## config.mk

```make
export PLATFORM = sky130hd
export DESIGN_NAME = uart_receiver
export DESIGN_NICKNAME = d
export VERILOG_FILES = /design/src/rtl/uart_receiver.sv
export SDC_FILE = /design/constraint.sdc
export NUM_CORES = 1
export LEC_CHECK = 0
export CAP_MARGIN = 20
export CORE_ASPECT_RATIO = 1.75
export CORE_MARGIN = 3
export CORE_UTILIZATION = 49
export DETAILED_ROUTE_END_ITERATION = 10
export PLACE_DENSITY = 0.73
export SYNTH_ARGS = -nofsm -noshare
export SYNTH_HDL_FRONTEND = slang
export SYNTH_SLANG_ARGS = --single-unit
```

## constraint.sdc

```tcl
create_clock -name clk -period 1.55 [get_ports clk]
set_clock_uncertainty 0.1 [all_clocks]
set_input_delay 0.2325 -clock clk [delete_from_list [all_inputs] [get_ports clk]]
set_output_delay 0.2325 -clock clk [all_outputs]
set_load 0.02 [all_outputs]
```

## src/rtl/uart_receiver.sv

```systemverilog
// 8N1 UART receiver running on an OVERSAMPLE x baud clock: synchronizes rx,
// validates the start bit, majority-votes every bit and checks the stop bit.
`timescale 1ns/1ps

module uart_receiver #(
    parameter int OVERSAMPLE = 16
) (
    input  logic       clk,
    input  logic       rst,
    input  logic       enable,
    input  logic       rx,
    output logic [7:0] out,
    output logic       done,
    output logic       err,
    output logic       busy
);

    localparam int CW = $clog2(OVERSAMPLE);
    localparam logic [CW-1:0] HALF_LAST = CW'(OVERSAMPLE / 2 - 1);
    localparam logic [CW-1:0] FULL_LAST = CW'(OVERSAMPLE - 1);
    localparam logic [CW-1:0] CNT_ZERO  = CW'(0);
    localparam logic [CW-1:0] CNT_ONE   = CW'(1);

    typedef enum logic [1:0] {
        IDLE      = 2'd0,
        START     = 2'd1,
        RECEIVING = 2'd2,
        STOP      = 2'd3
    } state_t;

    function automatic logic majority3(input logic [2:0] samples);
        return (samples[0] & samples[1]) | (samples[0] & samples[2]) | (samples[1] & samples[2]);
    endfunction

    logic          rx_meta_r;
    logic          rx_sync_r;
    logic          rx_prev_r;
    logic [2:0]    hist_r;
    state_t        state_r;
    logic [CW-1:0] cnt_r;
    logic [2:0]    bit_idx_r;
    logic [7:0]    data_r;
    logic [7:0]    out_r;
    logic          done_r;
    logic          err_r;
    logic          busy_r;

    state_t        state_nxt_s;
    logic [CW-1:0] cnt_nxt_s;
    logic [2:0]    bit_idx_nxt_s;
    logic [7:0]    data_nxt_s;
    logic [7:0]    out_nxt_s;
    logic          done_nxt_s;
    logic          err_nxt_s;
    logic          busy_nxt_s;
    logic          vote_s;
    logic          fall_s;

    assign vote_s = majority3(hist_r);
    assign fall_s = rx_prev_r & ~rx_sync_r;

    // Two-stage synchronizer, edge-detect delay and vote history, all idling high
    always_ff @(posedge clk or posedge rst) begin
        if (rst) begin
            rx_meta_r <= 1'b1;
            rx_sync_r <= 1'b1;
            rx_prev_r <= 1'b1;
            hist_r    <= 3'b111;
        end else begin
            rx_meta_r <= rx;
            rx_sync_r <= rx_meta_r;
            rx_prev_r <= rx_sync_r;
            hist_r    <= {hist_r[1:0], rx_sync_r};
        end
    end

    // Frame state register
    always_ff @(posedge clk or posedge rst) begin
        if (rst) begin
            state_r <= IDLE;
        end else begin
            state_r <= state_nxt_s;
        end
    end

    // Next-state, bit timing and output strobes
    always_comb begin
        state_nxt_s   = state_r;
        cnt_nxt_s     = cnt_r;
        bit_idx_nxt_s = bit_idx_r;
        data_nxt_s    = data_r;
        out_nxt_s     = out_r;
        done_nxt_s    = 1'b0;
        err_nxt_s     = 1'b0;
        case (state_r)
            IDLE: begin
                if (enable && fall_s) begin
                    cnt_nxt_s   = CNT_ZERO;
                    state_nxt_s = START;
                end else begin
                    cnt_nxt_s   = cnt_r;
                end
            end
            START: begin
                if (cnt_r == HALF_LAST) begin
                    cnt_nxt_s = CNT_ZERO;
                    if (!vote_s) begin
                        bit_idx_nxt_s = 3'd0;
                        state_nxt_s   = RECEIVING;
                    end else begin
                        // Start bit did not hold until its centre: treat as noise
                        state_nxt_s   = IDLE;
                    end
                end else begin
                    cnt_nxt_s = cnt_r + CNT_ONE;
                end
            end
            RECEIVING: begin
                if (cnt_r == FULL_LAST) begin
                    cnt_nxt_s  = CNT_ZERO;
                    data_nxt_s = {vote_s, data_r[7:1]};
                    if (bit_idx_r == 3'd7) begin
                        state_nxt_s   = STOP;
                    end else begin
                        bit_idx_nxt_s = bit_idx_r + 3'd1;
                    end
                end else begin
                    cnt_nxt_s = cnt_r + CNT_ONE;
                end
            end
            STOP: begin
                if (cnt_r == FULL_LAST) begin
                    cnt_nxt_s   = CNT_ZERO;
                    state_nxt_s = IDLE;
                    if (vote_s) begin
                        out_nxt_s  = data_r;
                        done_nxt_s = 1'b1;
                    end else begin
                        err_nxt_s  = 1'b1;
                    end
                end else begin
                    cnt_nxt_s = cnt_r + CNT_ONE;
                end
            end
            default: begin
                state_nxt_s = IDLE;
                cnt_nxt_s   = CNT_ZERO;
            end
        endcase
        busy_nxt_s = (state_nxt_s != IDLE);
    end

    // Datapath and registered outputs
    always_ff @(posedge clk or posedge rst) begin
        if (rst) begin
            cnt_r     <= CNT_ZERO;
            bit_idx_r <= 3'd0;
            data_r    <= 8'h00;
            out_r     <= 8'h00;
            done_r    <= 1'b0;
            err_r     <= 1'b0;
            busy_r    <= 1'b0;
        end else begin
            cnt_r     <= cnt_nxt_s;
            bit_idx_r <= bit_idx_nxt_s;
            data_r    <= data_nxt_s;
            out_r     <= out_nxt_s;
            done_r    <= done_nxt_s;
            err_r     <= err_nxt_s;
            busy_r    <= busy_nxt_s;
        end
    end

    assign out  = out_r;
    assign done = done_r;
    assign err  = err_r;
    assign busy = busy_r;

    uart_receiver_checker u_checker (
        .clk  (clk),
        .rst  (rst),
        .done (done_r),
        .err  (err_r),
        .busy (busy_r)
    );

endmodule

// Strobe integrity properties for the receiver outputs.
module uart_receiver_checker (
    input logic clk,
    input logic rst,
    input logic done,
    input logic err,
    input logic busy
);

    a_strobes_exclusive: assert property (@(posedge clk) disable iff (rst) !(done && err));
    a_done_single:       assert property (@(posedge clk) disable iff (rst) done |=> !done);
    a_err_single:        assert property (@(posedge clk) disable iff (rst) err |=> !err);
    a_strobe_idle:       assert property (@(posedge clk) disable iff (rst) (done || err) |-> !busy);

endmodule

```

==> qor.csv, run 1 <==
metric,value,unit
synth-simple-area-share,12.4,%
final_common_cell,dfrtp_1,
io_pins,15,
multi_input_area,723,sq um
dieArea,3720,sq um
synthArstFlopShare,100,%
port_buffers,14,
vias,968,
area_delta_synth_final,32.5,%
synth-warning-count,0,
post-route-period-util,102,%
hold_path.class,in2async,
drt_pass1_iterations,4,
fp.dieW,47.4,um
setup_ws,-0.0357,ns
syn_area_per_cell,13.9,sq um
cts_tree,yes,
utilization,69.9,%
cts_buffers,5,
ir_drop,816,uV
cts_max_level,2,
maxSlewViolCount,0,
clockBufferDepth,2,
ys_types,33,
synthAdderAreaFrac,3.32,%
core-area,2780,sq um
fin_crit,1.59,ns
num_antenna_cells,0,
clk_latency,0.28,ns
cp.arrival,1.70,ns
required,1.67,ns
grt_max_degree,34,
rsz0062_at_grt,true,
hold_viol_final,0,
grt-ovfl-total,0,
clock-sinks,33,
place_area,1700,sq um
worstRegToRegCells,5,
tightest_slew,0.442,ns
placed_cells,155,
gp_congestion,0.727,
seq_area_frac_synth,56.6,%
powerDensity,1250,nW/um^2
cap_violations,0,
ys_ff_latch,33,
layout-drive-gt1-share,45.0,%
final_cell_mix,"dfrtp_1, mux2_4, buf_4",
final-seq-area,836,sq um
rr_startpoint,bit_idx_r[0],
synthMuxAreaShare,15.7,%
cp-start-kind,flip-flop,
wl,2.94,mm
crit_path_max_fanout,5,
p_leak,0.000964,uW
vias_per_cell,5.80,
yosys_most_used_dff,dfrtp_1,
synth_cells,106,
grt_pass1_vias,1047,
synth-edff-count,0,
finalInstanceArea,1950,sq um
crit_path_end_kind,flip-flop,
drtAntennaViolNets,0,
syn-num-nets,113,
synth_compound_area_share,7.58,%
setup_viol,6,
clkSlewWorstSetupHoldPaths,0.06,ns
synth_xor_area_share,0.596,%
crit_type,reg2reg,
fill_cells,199,
grt_pass1_wl,5.00,mm
worstReg2RegEnd,bit_idx_r[0],
fin_setup_tns,-0.0569,ns
violations,negative setup slack,
final_cells,167,
fin_nets,146,
outcome,finished with violations,
synthTopCellsByArea,"dfrtp_1, dfstp_2, mux2_4",
antenna_found_initial,0,
syn-cell-area,1470,sq um
dieHeight,78.4,um
rows,25,
r2r_slack,-0.04,ns
start_util,52.8,%
fmax,631,MHz
slew-limit-headroom,70.4,%
whs,0.243,ns
wl_per_cell,17.6,um
drtIter0Drc,24,
synth_area_leader_cell,dfrtp_1,
yosysTopAreaCellShare,47.7,%
drc,0,
globalRouteTotalUtil,19.4,%
hpwl,1.86,mm
root_buffer,clkbuf_8,
synth_top_family_by_area,multiplexers,
flip-flops by register name, indices dropped and copies added (netlist names), 2 cells and up:
signal,count
bit_idx_r,3
cnt_r,4
data_r,8
hist_r,3
out,8
state_r,2
synthesized netlist by cell type (2+ instances only):
master     count
mux2_4         8
o2bb2ai_1      2
nand2_1        5
mux2i_1        2
ha_1           3
mux2_2         8
nor2_1         4
inv_1          4
nand3_1        5
dfrtp_1       28
nand3b_1       2
o21ai_0        6
buf_4          4
or2_2          2
dfstp_2        5
cells by family (layout without fill, tap and decap cells):
logic type | Yosys count | count (layout)
adders and majority gates | 4 | 4
and+or+nand+nor | 26 | 28
DFF | 33 | 33
xor gates and xnor gates | 1 | 1
muxes | 18 | 18
buffers and inverters | 9 | 41
AOI/OAI and AO/OA | 15 | 15
critical path, stage by stage (launching register included):
cell and delay (ns):
dfrtp_1 0.42, ha_4 0.18, ha_4 0.15, or2_4 0.24, or3_4 0.37, o21ai_2 0.06
timing repair:
action                                  CTS  global route
pin swaps                                 6             8
gates cloned                              2             0
resized for setup                        18            25
buffers inserted                          2             0
hold buffers                              0             0
endpoints found under the setup margin   28            24
final cells by class:
type                    instances  area share, %
clock buffers                   8           4.12
inverters                       4          0.772
multi-input cells              66           37.2
repair buffers                 29           13.2
well taps                      27           1.74
flip-flops and latches         33           43.0
metrics by stage:
stage                     total power, uW  setup slack, ns
after floorplan                      1480         -0.00979
after global placement               1640          -0.0865
after detailed placement             1660           -0.116
after CTS                            2390          -0.0385
after global routing                 2570           -0.103
final                                2440          -0.0357
layer usage:
layer | track usage (%) | vias up | share of wire [%] | wire length [um]
li1 | - | 446 | - | -
met1 | 23.5 | 491 | 40 | 1170
met2 | 30.2 | 21 | 54 | 1600
met3 | 5.05 | 10 | 2.6 | 77
met4 | 9.70 | 0 | 3.5 | 104
met5 | 0 | - | 0 | 0
power breakdown:
part           leakage, uW  switching, uW  internal, uW
clock            0.0000395            290           318
sequential        0.000429            184           961
combinational     0.000496            328           359
worst max path at each step:
stage          cells after the start            to         start  slack, ns
3_3_place_gp                       4        out[0]      cnt_r[0]      -0.09
2_1_floorplan                      5        out[0]      cnt_r[0]      -0.01
5_1_grt                            5  bit_idx_r[0]  bit_idx_r[0]      -0.10
6_report                           5  bit_idx_r[0]  bit_idx_r[0]      -0.04
4_1_cts                            3        out[2]     hist_r[0]      -0.04
3_5_place_dp                       4        out[2]      cnt_r[0]      -0.12
No activity file was read; power rests on OpenSTA's default activity.
==> inputs of run 2 (changes only) <==
Settings changed: HOLD_SLACK_MARGIN set to 0.1.
==> results of run 2 <==
Final layout, timing and power as in run 1 (identical DEF).
==> inputs of run 3 (changes only) <==
Settings changed: CTS_CLUSTER_DIAMETER set to 40.
==> results of run 3 <==
Final layout, timing and power as in run 1 (identical DEF).
